<file path="src/rtl/cbd_sample_scheduler_if.sv">
// ----------------------------------------------------------------------------
// cbd_sample_scheduler_if
// Bundle between the CBD sample scheduler and the CBD small-polynomial sampler.
//   smp_M      : 264-bit sampler message, seed in [255:0], nonce in [263:256]
//   smp_n_num  : eta code, 1 = eta 3, 2 = eta 2
//   smp_offset : coefficient RAM start word for the polynomial
//   smp_active : sampler fire/hold
//   smp_rst    : sampler local reset
//   smp_done   : sampler finished flag (level)
// Modports: master = scheduler side, slave = sampler side.
// ----------------------------------------------------------------------------
interface cbd_sample_scheduler_if;
    logic [263:0] smp_M;
    logic [1:0]   smp_n_num;
    logic [9:0]   smp_offset;
    logic         smp_active;
    logic         smp_rst;
    logic         smp_done;

    modport master (
        output smp_M,
        output smp_n_num,
        output smp_offset,
        output smp_active,
        output smp_rst,
        input  smp_done
    );

    modport slave (
        input  smp_M,
        input  smp_n_num,
        input  smp_offset,
        input  smp_active,
        input  smp_rst,
        output smp_done
    );
endinterface

</file>
<file path="src/rtl/cbd_sample_scheduler.sv">
// ----------------------------------------------------------------------------
// cbd_sample_scheduler
// Walks the CBD sampler through every noise polynomial of one Kyber operation
// (KeyGen: 2k polys, Encrypt: 2k+1 polys). For each polynomial it builds the
// seed||nonce message, selects eta, picks the RAM slot, then resets, fires and
// waits on the sampler.
//
// Ports:
//   clk, rst      : clock, synchronous active-high reset
//   start         : one-cycle batch request (honoured only in IDLE, legal k)
//   mode          : 0 = KeyGen, 1 = Encrypt
//   k             : module rank (2, 3 or 4)
//   eta1_is3      : 1 = eta1 is 3, 0 = eta1 is 2
//   seed          : 256-bit seed, captured at start
//   nonce_base    : nonce of polynomial 0, captured at start
//   smp           : sampler bundle (master side)
//   busy          : batch in progress
//   done          : one-cycle pulse at batch end
//   poly_idx      : index of the polynomial in flight
//   err           : sticky watchdog flag
//
// Optional build macro CBD_SCHED_TIMEOUT_EN: adds a per-polynomial watchdog of
// TIMEOUT_CYCLES WAIT cycles; on expiry err is set and the batch ends early.
// Without it WAIT has no bound and err is constant 0.
// ----------------------------------------------------------------------------
module cbd_sample_scheduler #(
    parameter int BASE_ADDR      = 0,
    parameter int SLOT_WORDS     = 32,
    parameter int TIMEOUT_CYCLES = 1023
) (
    input  logic                   clk,
    input  logic                   rst,
    input  logic                   start,
    input  logic                   mode,
    input  logic [2:0]             k,
    input  logic                   eta1_is3,
    input  logic [255:0]           seed,
    input  logic [7:0]             nonce_base,
    cbd_sample_scheduler_if.master smp,
    output logic                   busy,
    output logic                   done,
    output logic [3:0]             poly_idx,
    output logic                   err
);

    typedef enum logic [2:0] {
        S_IDLE,
        S_CLR,
        S_FIRE,
        S_WAIT,
        S_NEXT,
        S_FIN
    } state_t;

    if (TIMEOUT_CYCLES < 1) begin : g_timeout_range
        $error("TIMEOUT_CYCLES must be at least 1");
    end

    state_t         state_q, state_d;
    logic [3:0]     p_q, p_d;
    logic           mode_q, mode_d;
    logic [2:0]     k_q, k_d;
    logic           eta3_q, eta3_d;
    logic [255:0]   seed_q, seed_d;
    logic [7:0]     nb_q, nb_d;

    logic           k_legal;
    logic           accept;
    logic [3:0]     last_p;

    logic           smp_rst_d, smp_active_d, busy_d, done_d;
    logic [263:0]   smp_M_d;
    logic [1:0]     n_num_d;
    logic [9:0]     offset_d;

`ifdef CBD_SCHED_TIMEOUT_EN
    localparam int CNT_W = $clog2(TIMEOUT_CYCLES + 1);
    logic [CNT_W-1:0] cnt_q, cnt_d;
    logic             err_q, err_d;
    assign err = err_q;
`else
    assign err = 1'b0;
`endif

    // Encrypt polys at index >= k are e1/e2 and always use eta2 = 2.
    function automatic logic [1:0] eta_code(input logic m, input logic [2:0] kk,
                                            input logic e3, input logic [3:0] p);
        if (m && (p >= {1'b0, kk}))
            return 2'd2;
        return e3 ? 2'd1 : 2'd2;
    endfunction

    function automatic logic [9:0] slot_offset(input logic [3:0] p);
        logic [31:0] full;
        full = 32'(BASE_ADDR) + 32'(p) * 32'(SLOT_WORDS);
        return full[9:0];
    endfunction

    assign k_legal  = (k >= 3'd2) && (k <= 3'd4);
    assign accept   = (state_q == S_IDLE) && start && k_legal;
    assign last_p   = mode_q ? {k_q, 1'b0} : ({k_q, 1'b0} - 4'd1);
    assign poly_idx = p_q;

    always_comb begin
        state_d = state_q;
        p_d     = p_q;
        mode_d  = mode_q;
        k_d     = k_q;
        eta3_d  = eta3_q;
        seed_d  = seed_q;
        nb_d    = nb_q;
`ifdef CBD_SCHED_TIMEOUT_EN
        err_d   = err_q;
        cnt_d   = cnt_q;
`endif

        case (state_q)
            S_IDLE: begin
                if (accept) begin
                    state_d = S_CLR;
                    p_d     = 4'd0;
                    mode_d  = mode;
                    k_d     = k;
                    eta3_d  = eta1_is3;
                    seed_d  = seed;
                    nb_d    = nonce_base;
`ifdef CBD_SCHED_TIMEOUT_EN
                    err_d   = 1'b0;
`endif
                end
            end
            S_CLR:  state_d = S_FIRE;
            // smp_done seen in FIRE may be stale from the last poly; ignore it.
            S_FIRE: state_d = S_WAIT;
            S_WAIT: begin
                if (smp.smp_done) begin
                    state_d = S_NEXT;
                end
`ifdef CBD_SCHED_TIMEOUT_EN
                else if (cnt_q == CNT_W'(TIMEOUT_CYCLES - 1)) begin
                    state_d = S_FIN;
                    err_d   = 1'b1;
                end
`endif
            end
            S_NEXT: begin
                if (p_q == last_p) begin
                    state_d = S_FIN;
                end else begin
                    p_d     = p_q + 4'd1;
                    state_d = S_CLR;
                end
            end
            S_FIN:   state_d = S_IDLE;
            default: state_d = S_IDLE;
        endcase

`ifdef CBD_SCHED_TIMEOUT_EN
        if (state_d == S_CLR)
            cnt_d = '0;
        else if (state_q == S_WAIT)
            cnt_d = cnt_q + 1'b1;
`endif

        // Outputs are decoded from the next state so the registered copies
        // line up with the state register.
        smp_active_d = (state_d == S_FIRE) || (state_d == S_WAIT);
        smp_rst_d    = !smp_active_d;
        busy_d       = (state_d == S_CLR) || (state_d == S_FIRE) ||
                       (state_d == S_WAIT) || (state_d == S_NEXT);
        done_d       = (state_d == S_FIN);

        smp_M_d      = smp.smp_M;
        n_num_d      = smp.smp_n_num;
        offset_d     = smp.smp_offset;
        if (state_d == S_CLR) begin
            smp_M_d  = {nb_d + {4'd0, p_d}, seed_d};
            n_num_d  = eta_code(mode_d, k_d, eta3_d, p_d);
            offset_d = slot_offset(p_d);
        end
    end

    // state / output register boundary
    always_ff @(posedge clk) begin
        if (rst) begin
            state_q        <= S_IDLE;
            p_q            <= '0;
            mode_q         <= 1'b0;
            k_q            <= '0;
            eta3_q         <= 1'b0;
            seed_q         <= '0;
            nb_q           <= '0;
            smp.smp_M      <= '0;
            smp.smp_n_num  <= '0;
            smp.smp_offset <= '0;
            smp.smp_active <= 1'b0;
            smp.smp_rst    <= 1'b1;
            busy           <= 1'b0;
            done           <= 1'b0;
`ifdef CBD_SCHED_TIMEOUT_EN
            cnt_q          <= '0;
            err_q          <= 1'b0;
`endif
        end else begin
            state_q        <= state_d;
            p_q            <= p_d;
            mode_q         <= mode_d;
            k_q            <= k_d;
            eta3_q         <= eta3_d;
            seed_q         <= seed_d;
            nb_q           <= nb_d;
            smp.smp_M      <= smp_M_d;
            smp.smp_n_num  <= n_num_d;
            smp.smp_offset <= offset_d;
            smp.smp_active <= smp_active_d;
            smp.smp_rst    <= smp_rst_d;
            busy           <= busy_d;
            done           <= done_d;
`ifdef CBD_SCHED_TIMEOUT_EN
            cnt_q          <= cnt_d;
            err_q          <= err_d;
`endif
        end
    end

endmodule

</file>
<file path="src/flat_wrapper.sv">
// flat-port wrapper written by rule: the top's interface ports become plain ports
module cbd_sample_scheduler_flat 
#(
    parameter int BASE_ADDR      = 0,
    parameter int SLOT_WORDS     = 32,
    parameter int TIMEOUT_CYCLES = 1023
)
  (clk, rst, start, mode, k, eta1_is3, seed, nonce_base, busy, done, poly_idx, err, smp_smp_M, smp_smp_n_num, smp_smp_offset, smp_smp_active, smp_smp_rst, smp_smp_done);
  cbd_sample_scheduler_if smp_i ();
  input  logic clk;
  input  logic rst;
  input  logic start;
  input  logic mode;
  input  logic [2:0] k;
  input  logic eta1_is3;
  input  logic [255:0] seed;
  input  logic [7:0] nonce_base;
  output logic busy;
  output logic done;
  output logic [3:0] poly_idx;
  output logic err;
  output wire logic [$bits(smp_i.smp_M)-1:0] smp_smp_M;
  output wire logic [$bits(smp_i.smp_n_num)-1:0] smp_smp_n_num;
  output wire logic [$bits(smp_i.smp_offset)-1:0] smp_smp_offset;
  output wire logic [$bits(smp_i.smp_active)-1:0] smp_smp_active;
  output wire logic [$bits(smp_i.smp_rst)-1:0] smp_smp_rst;
  input wire logic [$bits(smp_i.smp_done)-1:0] smp_smp_done;
  assign smp_smp_M = smp_i.smp_M;
  assign smp_smp_n_num = smp_i.smp_n_num;
  assign smp_smp_offset = smp_i.smp_offset;
  assign smp_smp_active = smp_i.smp_active;
  assign smp_smp_rst = smp_i.smp_rst;
  assign smp_i.smp_done = smp_smp_done;
  cbd_sample_scheduler #(.BASE_ADDR(BASE_ADDR), .SLOT_WORDS(SLOT_WORDS), .TIMEOUT_CYCLES(TIMEOUT_CYCLES)) u_core (.clk(clk), .rst(rst), .start(start), .mode(mode), .k(k), .eta1_is3(eta1_is3), .seed(seed), .nonce_base(nonce_base), .smp(smp_i), .busy(busy), .done(done), .poly_idx(poly_idx), .err(err));
endmodule
</file>
<file path="config.mk">
export PLATFORM = sky130hd
export DESIGN_NAME = cbd_sample_scheduler_flat
export DESIGN_NICKNAME = d
export VERILOG_FILES = /design/src/rtl/cbd_sample_scheduler_if.sv /design/src/rtl/cbd_sample_scheduler.sv /design/src/flat_wrapper.sv
export SDC_FILE = /design/constraint.sdc
export NUM_CORES = 1
export LEC_CHECK = 0
export ABC_CLOCK_PERIOD_IN_PS = 4270
export CAP_MARGIN = 20
export CORE_ASPECT_RATIO = 0.5
export CORE_MARGIN = 1
export CORE_UTILIZATION = 47
export CTS_CLUSTER_DIAMETER = 50
export DETAILED_ROUTE_END_ITERATION = 6
export MAX_ROUTING_LAYER = met4
export PLACE_DENSITY = 0.86
export SLEW_MARGIN = 20
export SYNTH_ARGS = -nofsm -noshare
export SYNTH_HDL_FRONTEND = slang
export SYNTH_SLANG_ARGS = --single-unit
</file>
<file path="constraint.sdc">
create_clock -name clk -period 4.27 [get_ports clk]
set_input_delay 0.6405 -clock clk [delete_from_list [all_inputs] [get_ports clk]]
set_output_delay 0.6405 -clock clk [all_outputs]
set_load 0.02 [all_outputs]
</file>
# ---- Word level (Yosys, flattened, before mapping)
# Index checks and enable logic that the tools add are counted.
dict set report op_classes {
  order_cmp 3
  mux 23
  eq_ne 10
  reduce_logical 10
  add_sub_neg 3
}
# op n
set ops {}
lappend ops {{$mux 256} 2}
lappend ops {{$mux 8} 2}
lappend ops {{$mux 3} 5}
lappend ops {{$pmux 3 s5} 1}
lappend ops {{$eq 3x2->1 const B} 4}
lappend ops {{$mux 4} 3}
lappend ops {{$eq 3x3->1 const B} 3}
lappend ops {{$add 8x4->8} 1}
lappend ops {{$pmux 4 s2} 1}
lappend ops {{$eq 3x1->1 const B} 2}
lappend ops {{$mux 1} 6}
lappend ops {{$mux 2} 3}
lappend ops {{$add 4x1->4 const B} 1}
lappend ops {{$eq 4x4->1} 1}
lappend ops {{$ge 4x3->1} 1}
lappend ops {{$logic_and 1x1->1} 4}
lappend ops {{$logic_or 1x1->1} 4}
lappend ops {{$sub 4x1->4 const B} 1}
lappend ops {{$ge 3x2->1 const B} 1}
lappend ops {{$le 3x3->1 const B} 1}
lappend ops {{$logic_not 3->1} 1}
lappend ops {{$logic_not 1->1} 1}
dict set report totals {
  reg_bits 550
  out_inout_bits 285
  inputBits 273
  word_cells 63
}

# ---- Depth between registers and ports, before layout
dict set report depth {
  depth_word 10
  depth_mapped 17
  ltp_nobuf 17
}

# ---- Worst setup path after synthesis
# OpenSTA, ideal clock, no wires.
dict set report synth_timing {
  path_type {register to register}
  from {register u_core.k_q[0]}
  to {register u_core.smp.smp_M[262]}
  path_stages_with_launch 18
  period_less_slack_ps 3437
  t_required_ps 4146
  t_arrival_ps 3313
  slack_ps 833
  cell_sequence {dfxtp_1 -> inv_1 -> ha_1 -> nor2b_1 -> or3_1 -> nand4_1 -> nand3_1 -> xor2_1 -> or2_2 -> inv_1 -> ha_1 -> inv_1 -> fa_1 -> nor2b_1 -> o221ai_1 -> nand2_2 -> nor4_1 -> nor3_1}
}
dict set report synth_between {
  elab_chain_cells 6
  word_cells_on_any_way 9
  cone_classes {add/sub: 2; eq/ne: 2; mux: 5}
}
# item line
set synth_lines {}
lappend synth_lines {{start, declared} cbd_sample_scheduler.sv:62} ;# logic [2:0] k_q, k_d;
lappend synth_lines {{start signal, assigned} cbd_sample_scheduler.sv:208} ;# k_q <= k_d;
lappend synth_lines {{$sub 4x1->4} cbd_sample_scheduler.sv:101} ;# assign last_p = mode_q ? {k_q, 1'b0} : ({k_q, 1'b0} - 4'd1);
lappend synth_lines {{$mux 4 *} cbd_sample_scheduler.sv:101}
lappend synth_lines {{$eq 4x4->1 *} cbd_sample_scheduler.sv:147} ;# if (p_q == last_p) begin
lappend synth_lines {{$mux 4 *} cbd_sample_scheduler.sv:147}
lappend synth_lines {{$pmux 4 s2 *} cbd_sample_scheduler.sv:117} ;# case (state_q)
lappend synth_lines {{via u_core.p_d[0]} cbd_sample_scheduler.sv:60} ;# logic [3:0] p_q, p_d;
lappend synth_lines {{$add 8x4->8 *} cbd_sample_scheduler.sv:177} ;# smp_M_d = {nb_d + {4'd0, p_d}, seed_d};
lappend synth_lines {{end signal, assigned} cbd_sample_scheduler.sv:212} ;# smp.smp_M <= smp_M_d;
lappend synth_lines {{end, declared} cbd_sample_scheduler_if.sv:21} ;# output smp_M,
# The timed path passes the listed nets; every way through them passes the cells marked *.
# A chain may end at the register's enable or synchronous reset.

# ---- Worst setup path in the final report
dict set report layout_timing {
  from {register u_core.k_q[1]}
  to {register u_core.smp.smp_M[262]}
}
# The elaborated chain is that of the path after synthesis.

==> reports/results.tsv <==
stage	metric	value	unit
outcome	outcome	complete, no violations	
power_and_ir_drop	sw frac	25.4	%
floorplanning	DIE HEIGHT	146	um
detailed_routing	Final ANT Viol Nets	0	
clock_tree	root buf cell	clkbuf_16	
cells_and_area	Filler cells	3095	
sta	setup TNS	0	ns
yosys	post-synth top area share	56.8	%
clock_tree	total CTS buffers	48	
floorplanning	Core Area	40500	um^2
global_routing	residual overflow from global routing	0	
clock_tree	TritonCTS Sinks	550	
sta	Worst slew margin	28.2	%
clock_tree	Clock Latency Late Sink	0.56	ns
detailed_routing	DRC viols	0	
power_and_ir_drop	Peak VDD IR	0.301	mV
yosys	Synth Register Bits	550	
sta	Final Hold Viols	0	
flow_run	Max Cap Viol	0	
floorplanning	Die X	289	um
place	HPWL after detailed placement	38.7	mm
yosys	post-synth cell types	58	
sta	min Tclk post-route	3.86	ns
critical_path	Setup crit end kind	register	
critical_path	WP data required	4.71	ns
detailed_routing	1st-pass router iterations	5	
place	port bufs	550	
global_routing	met1 usage	29.5	%
detailed_routing	Avg WL per Cell	18.6	um
critical_path	Crit Path Max Fanout	6	
clock_tree	Clk pin slew, worst setup/hold paths	0.07	ns
power_and_ir_drop	combinational share of power	15.6	%
sta	fin worst setup slack	0.409	ns
yosys	largest area contributor in the netlist	dfxtp_1	
critical_path	CP Class	reg2reg	
floorplanning	Starting Density	47.8	%
clock_tree	Clock Tree Buf Depth	3	
yosys	sequential fraction of the synthesis area	56.8	%
clock_tree	hold buffer count at CTS	0	
power_and_ir_drop	NetSw	3110	uW
sta	Worst Skew	0.0153	ns
sta	fin crit share	90.4	%
global_routing	first-pass GRT wire length	84.3	mm
yosys	Synth area leaders	dfxtp_1 (57%), mux2i_1 (14%), nor2_1 (10%)	
detailed_routing	initial DRC count	1000	
sta	max-slew violations	0	
cells_and_area	layout cells sized above 1	5.00	%
floorplanning	Die Area	42100	um^2
yosys	average cell area after synthesis	10.1	um^2
clock_tree	Setup Fix Bufs, Post-CTS	0	
place	Final Wtd Congestion	0.927	
floorplanning	I/O pins	558	
global_routing	overall routing resource usage	26.2	%
detailed_routing	DR vias/cell	5.24	
critical_path	CP startpoint kind	register	
power_and_ir_drop	Sequential Power Share	45.9	%
power_and_ir_drop	clock power share	38.5	%
floorplanning	FP Rows	52	
global_routing	Top Usage Layer GRT	met2	
sta	Final setup viols	0	
cells_and_area	layout net count	2666	
detailed_routing	DR vias	15600	
global_routing	met2 usage	44.6	%
yosys	synth warn	0	
power_and_ir_drop	Cell Pwr Density	454	nW/um^2
global_routing	initial antenna violation count	9	
detailed_routing	total wire length	55.3	mm
sta	fmax	0.259	GHz
worst_hold_path	Hold Path Class	reg2reg	
yosys	async set-or-reset flop fraction in the synthesized netlist	0	%
power_and_ir_drop	LEAKAGE	0.0113	uW
clock_tree	Resized cells post-CTS	0	
clock_tree	CTS tree	built	
critical_path	CP arrival	4.30	ns
clock_tree	H-tree Lvls	2	
yosys	Synth Cell Area	19400	um^2
cells_and_area	Area growth syn-to-layout	38.7	%
yosys	Main synth FF type	dfxtp_1	
yosys	Synth Instances	1918	
power_and_ir_drop	Cell Int Power	9110	uW
global_routing	largest net degree at the start of global routing	168	
global_routing	vias in the first global route	15100	
sta	slew of the pin with the lowest slew margin	1.08	ns
place	worst slack at placement	0.489	ns
yosys	Post-synth EDFFs	0	
sta	RSZ-0062 raised after global routing	false	
global_routing	met3 Resource Use GR	4.59	%
## stage by stage
step                hold WS [ns]  total power [uW]  instances  utilization [%]  instance area, um^2
floorplan                  0.444              6730       1924                -                19400
global placement           0.449              7560       2875             62.0                25100
detailed placement         0.453              7610       2875             62.0                25100
CTS                        0.463             12300       2961             66.2                26800
global route               0.487             12700       2970             66.3                26900
finish                     0.465             12200       2970             66.3                26900
## state kept, by name (all words and copies together) (netlist names)
name,cells
u_core.smp.smp_M,264
u_core.seed_q,256
u_core.nb_q,8
u_core.poly_idx,4
u_core.smp.smp_offset,4
u_core.k_q,3
u_core.state_q,3
u_core.smp.smp_n_num,2
u_core.busy,1
u_core.done,1
u_core.eta3_q,1
u_core.mode_q,1
u_core.smp.smp_active,1
u_core.smp.smp_rst,1
## worst max-delay path: stages (launching register included)
cell	delay, ns
dfxtp_1	0.36
inv_1	0.08
ha_1	0.26
nor2b_1	0.16
or3_1	0.34
nand4_1	0.20
nand3_1	0.25
xor2_1	0.24
or2_2	0.30
inv_1	0.06
ha_1	0.16
inv_1	0.07
fa_1	0.47
nor2b_1	0.17
o221ai_1	0.19
nand2_2	0.10
nor4_1	0.24
nor3_1	0.08
## cell type report
type | count | area [um^2] | share of cell area [%]
Clock buffer | 69 | 1470 | 5.48
Clock inverter | 17 | 251 | 0.936
Timing Repair Buffer | 569 | 5770 | 21.5
Antenna cell | 9 | 22.5 | 0.0838
Tap cell | 540 | 676 | 2.51
Sequential cell | 550 | 11000 | 41.0
Inverter | 11 | 41.3 | 0.154
Multi-Input combinational cell | 1205 | 7630 | 28.4
## power by group through the flow
stage / registers (uW) / logic (uW) / clock network, uW
3_3_place_gp: 5710 / 1860 / 0
3_5_place_dp: 5720 / 1890 / 0
6_report: 5610 / 1900 / 4700
4_1_cts: 5610 / 1910 / 4770
2_1_floorplan: 5930 / 803 / 0
5_1_grt: 5640 / 2040 / 4990
## Yosys cell counts (10+ instances only)
cell type / n
a211oi_1: 261
nor2_1: 537
buf_2: 72
nand2_1: 22
a21oi_1: 13
dfxtp_1: 550
nor2b_1: 10
clkbuf_1: 72
inv_1: 11
buf_4: 11
mux2i_1: 264
## kinds of logic (layout without fill, tap and decap cells)
logic type | count (synthesis) | after routing | share of synthesized area, %
and+or+nand+nor | 604 | 604 | 12.4
adders and majority gates | 10 | 10 | 0.659
AOI/OAI and AO/OA | 311 | 311 | 12.1
muxes | 265 | 265 | 13.7
buffers and inverters | 169 | 666 | 3.99
other | 1 | 16 | 0.0194
DFF | 550 | 550 | 56.8
xor gates and xnor gates | 8 | 8 | 0.362
## metal layers
layer | up-vias | routed length [um]
met5 | - | 0
met4 | 0 | 2900
met3 | 169 | 2380
met2 | 411 | 28100
met1 | 7403 | 21900
li1 | 7582 | -
## final timing paths
kind / startpoint / to / slack (ns) / cells past startpoint
max: u_core.k_q[1]$_SDFF_PP0_ / u_core.smp.smp_M[262]$_SDFFE_PP0P_ / 0.41 / 17
min: u_core.smp.smp_M[256]$_SDFFE_PP0P_ / u_core.smp.smp_M[256]$_SDFFE_PP0P_ / 0.47 / 2
max reg2reg: u_core.k_q[1]$_SDFF_PP0_ / u_core.smp.smp_M[262]$_SDFFE_PP0P_ / 0.41 / 17
min reg2reg: u_core.smp.smp_M[256]$_SDFFE_PP0P_ / u_core.smp.smp_M[256]$_SDFFE_PP0P_ / 0.47 / 2
## layout by cell type, fill, tap and decap left out, types with 4 or more instances in the layout
cell               n
dfxtp_1          550
clkdlybuf4s50_1  549
nor2_1           537
mux2i_1          264
a211oi_1         261
clkbuf_16         49
nand2_1           22
clkbuf_8          17
a21oi_1           13
inv_1             11
nor2b_1           10
buf_4             10
diode_2            9
buf_12             9
o21ai_0            7
ha_1               7
conb_1             7
bufinv_16          6
clkinv_2           6
xnor2_1            5
nor3_1             5
nand2b_1           4
nand3_1            4
No activity file was read; power rests on OpenSTA's default activity.
==> patch: new RTL, same settings <==
Reset style: asynchronous (`rst`), changed in one clocked block. Comments in the files are not updated.
--- a/src/rtl/cbd_sample_scheduler.sv
+++ b/src/rtl/cbd_sample_scheduler.sv
@@ -183,3 +183,3 @@
     // state / output register boundary
-    always_ff @(posedge clk) begin
+    always_ff @(posedge clk or posedge rst) begin
         if (rst) begin
Behaviour: differs if rst is asserted again (counterexample within 4 cycles, from zero or initial values and one cycle with rst high); with rst held inactive, the same outputs for 4 cycles.
==> patch against the unedited design <==
Hold slack worse by 0.0034 ns; wire length up 12%; count of clock-buffer cells in the layout down 1; clock skew up 0.0099 ns; worst setup slack better by 0.092 ns; largest cell class unchanged; die area up 9.3%; sequential cell count unchanged; critical path depth down 1; design area up 7.5%; synthesized area up 9.4%.
Power is not compared: it rests on default switching activity, and its combinational part moved more than twofold at a synthesized area within 25%.
==> patch: results (changes against the unedited design) <==
| Metric | Value |
|---|---|
| Maximum fanout along the worst path | `8 (+2)` |
| Number of cells upsized or downsized after cts | `0 (unchanged)` |
| Signal arrival time at the worst endpoint | `4.25 ns (-0.05 ns)` |
| Pin count of the biggest net entering global routing | `179 (+6.5%)` |
| Total cell area at the placement stage | `27300 um2 (+8.6%)` |
| Final Routed Wirelength | `61900 um (+12%)` |
| Path type of the worst min-delay path | `input port to async pin` |
| Fraction of synthesized cell area in xor and xnor cells | `0.00401 (+0.000397)` |
| Top cell type's share of synthesized area | `0.648 (+0.0797)` |
| Remaining global-route overflow | `0 (unchanged)` |
| Starting DRT DRC Count | `1514 (+51%)` |
| Distinct cells, synth | `53 (-8.6%)` |
| Number of H-tree branching levels | `2 (unchanged)` |
| Post-synth top cells | `1571 x nand2_1, 549 x dfrtp_1, 61 x clkbuf_1` |
| Total of warnings raised by yosys | `0 (unchanged)` |
| Antenna violations before repair | `11 (+2)` |
| Share of final-layout standard cells stronger than drive strength 1 | `0.0426 (-0.00740)` |
| Library cell used as clock root buffer | `clkbuf_16` |
| Most common flop cell mapped by yosys | `dfrtp_1` |
| Total number of vias | `17800 (+14%)` |
| Relative area change from synthesis to final layout | `36.2%` |
| LEAKAGE | `14.9 nW` |
| Final HPWL DP | `41200 um (+6.6%)` |
| Number of buffers added for setup after CTS | `0 (unchanged)` |
| Port Buf Inserts | `550 (unchanged)` |
| Final nets | `3177 (+19%)` |
| Share of async-settable or async-resettable flops after synthesis | `1.00 (+1.00)` |
| Slew margin rel. | `0.290 (+0.00853)` |
| Multiplexer area fraction after synthesis | `0.00307 (-0.134)` |
| Max IR drop VDD | `0.356 mV` |
| Top flop regs | `u_core.smp.smp_M (264), u_core.seed_q (256), u_core.nb_q (8)` |
| Run status | `completed` |
| Max-capacitance violation count | `0 (unchanged)` |
| Final worst clock skew | `0.0252 ns (+0.00994 ns)` |
| Total CTS buffers | `48 (unchanged)` |
| Post-synthesis share of cell area spent on full adders, half adders and majority gates | `0.00608 (-0.000508)` |
| Global placement routability congestion | `0.896 (-3.4%)` |
| Cell types occupying the most area after synthesis | `dfrtp_1 65%, nand2_1 28%, buf_2 1.2%` |
| Post-synthesis compound-gate area fraction | `0.0152 (-0.105)` |
| # fillers | `3359 (+8.5%)` |
| Fraction of the yosys area taken by sequential cells | `0.649 (+0.0810)` |
| Global-route wire length before repair | `97200 um (+15%)` |
| Count of TritonRoute iterations in the first routing pass | `7 (+2)` |
| Post-CTS clock slew at the launch and capture registers of the worst setup and hold paths | `0.07 ns (about the same)` |
| Total track usage | `0.278 (+0.0164)` |
| Max clock buf depth | `3 (unchanged)` |
| Clock latency of the later-clocked register in the worst-skew pair | `0.59 ns (+0.03 ns)` |
| Cell taking the most area after synthesis | `dfrtp_1` |
-- patch: cell count changes after synthesis, moves of 8 or more --
cell / before / now
a21oi_1: 13 / 3
dfxtp_1: 550 / 0
mux2i_1: 264 / 5
nand2_1: 22 / 1571
dfrtp_1: 0 / 549
a211oi_1: 261 / 0
clkbuf_1: 72 / 61
buf_2: 72 / 51
nor2_1: 537 / 13
nand3_1: 4 / 12
-- patch: where the power goes --
part / switching (W) / leakage [nW] / internal [W]
combinational: 0.00460 / 7.11 / 0.00313
sequential: 0.000993 / 6.99 / 0.00747
clock: 0.00201 / 0.770 / 0.00239
total: 0.00759 / 14.9 / 0.0130
-- patch: area by class of cell --
| type | count | share of cell area |
|---|---|---|
| Antenna cell | 11 | 0.000953 |
| Multi-Input combinational cell | 1699 | 0.237 |
| Inverter | 17 | 0.00234 |
| Timing Repair Buffer | 580 | 0.203 |
| Clock inverter | 22 | 0.00667 |
| Clock buffer | 68 | 0.0477 |
| Sequential cell | 550 | 0.477 |
| Tap cell | 588 | 0.0255 |
-- patch: kinds of logic (layout without fill, tap and decap cells) --
kind of cell | Yosys count | after routing
mux | 6 | 6
xor+xnor | 8 | 8
buf+inv | 146 | 687
simple gates | 1623 | 1623
flops | 550 | 550
other cells | 1 | 18
fa+ha+maj | 10 | 10
compound gates | 45 | 45
-- patch: worst paths after layout --
check                                   from                    end  slack [ns]  depth (start not counted)
min in group clk           u_core.seed_q[74]      u_core.seed_q[74]        0.47                          2
max in group asynchronous                rst   u_core.smp.smp_M[71]        2.79                          3
setup reg to reg               u_core.k_q[1]  u_core.smp.smp_M[262]        0.50                         16
setup / recovery               u_core.k_q[1]  u_core.smp.smp_M[262]        0.50                         16
hold / removal                           rst      u_core.seed_q[18]        0.46                          2
hold reg to reg            u_core.seed_q[74]      u_core.seed_q[74]        0.47                          2
-- patch: layer usage --
layer	wire, um	share of wire	up-vias	track usage
met5	0	0	-	-
met3	2630	0.042	257	0.0402
li1	-	-	8255	-
met1	23800	0.38	8635	0.328
met4	5030	0.081	0	0.197
met2	30500	0.49	603	0.441
-- patch: worst max-delay path: stages (launching register included) --
cell	delay, ns
dfrtp_1	0.39
inv_1	0.07
ha_1	0.29
nand2b_1	0.09
and3_1	0.20
o22ai_2	0.40
nand3_1	0.32
xor2_1	0.22
nor2_1	0.21
ha_1	0.22
inv_1	0.06
fa_1	0.46
inv_1	0.08
o21ai_0	0.09
o21ai_1	0.27
nand3_1	0.12
a31oi_1	0.18
-- patch: metrics by stage --
step                      hold WS, ns  setup WS (ns)  TNS [ns]  cells
after CTS                       0.446          0.540         0   3524
after global routing            0.453          0.122         0   3535
final                           0.462          0.501         0   3535
after floorplan                 0.441          -3.85  -2117.35   2395
after global placement          0.452          0.590         0   3434
after detailed placement        0.457          0.483         0   3434
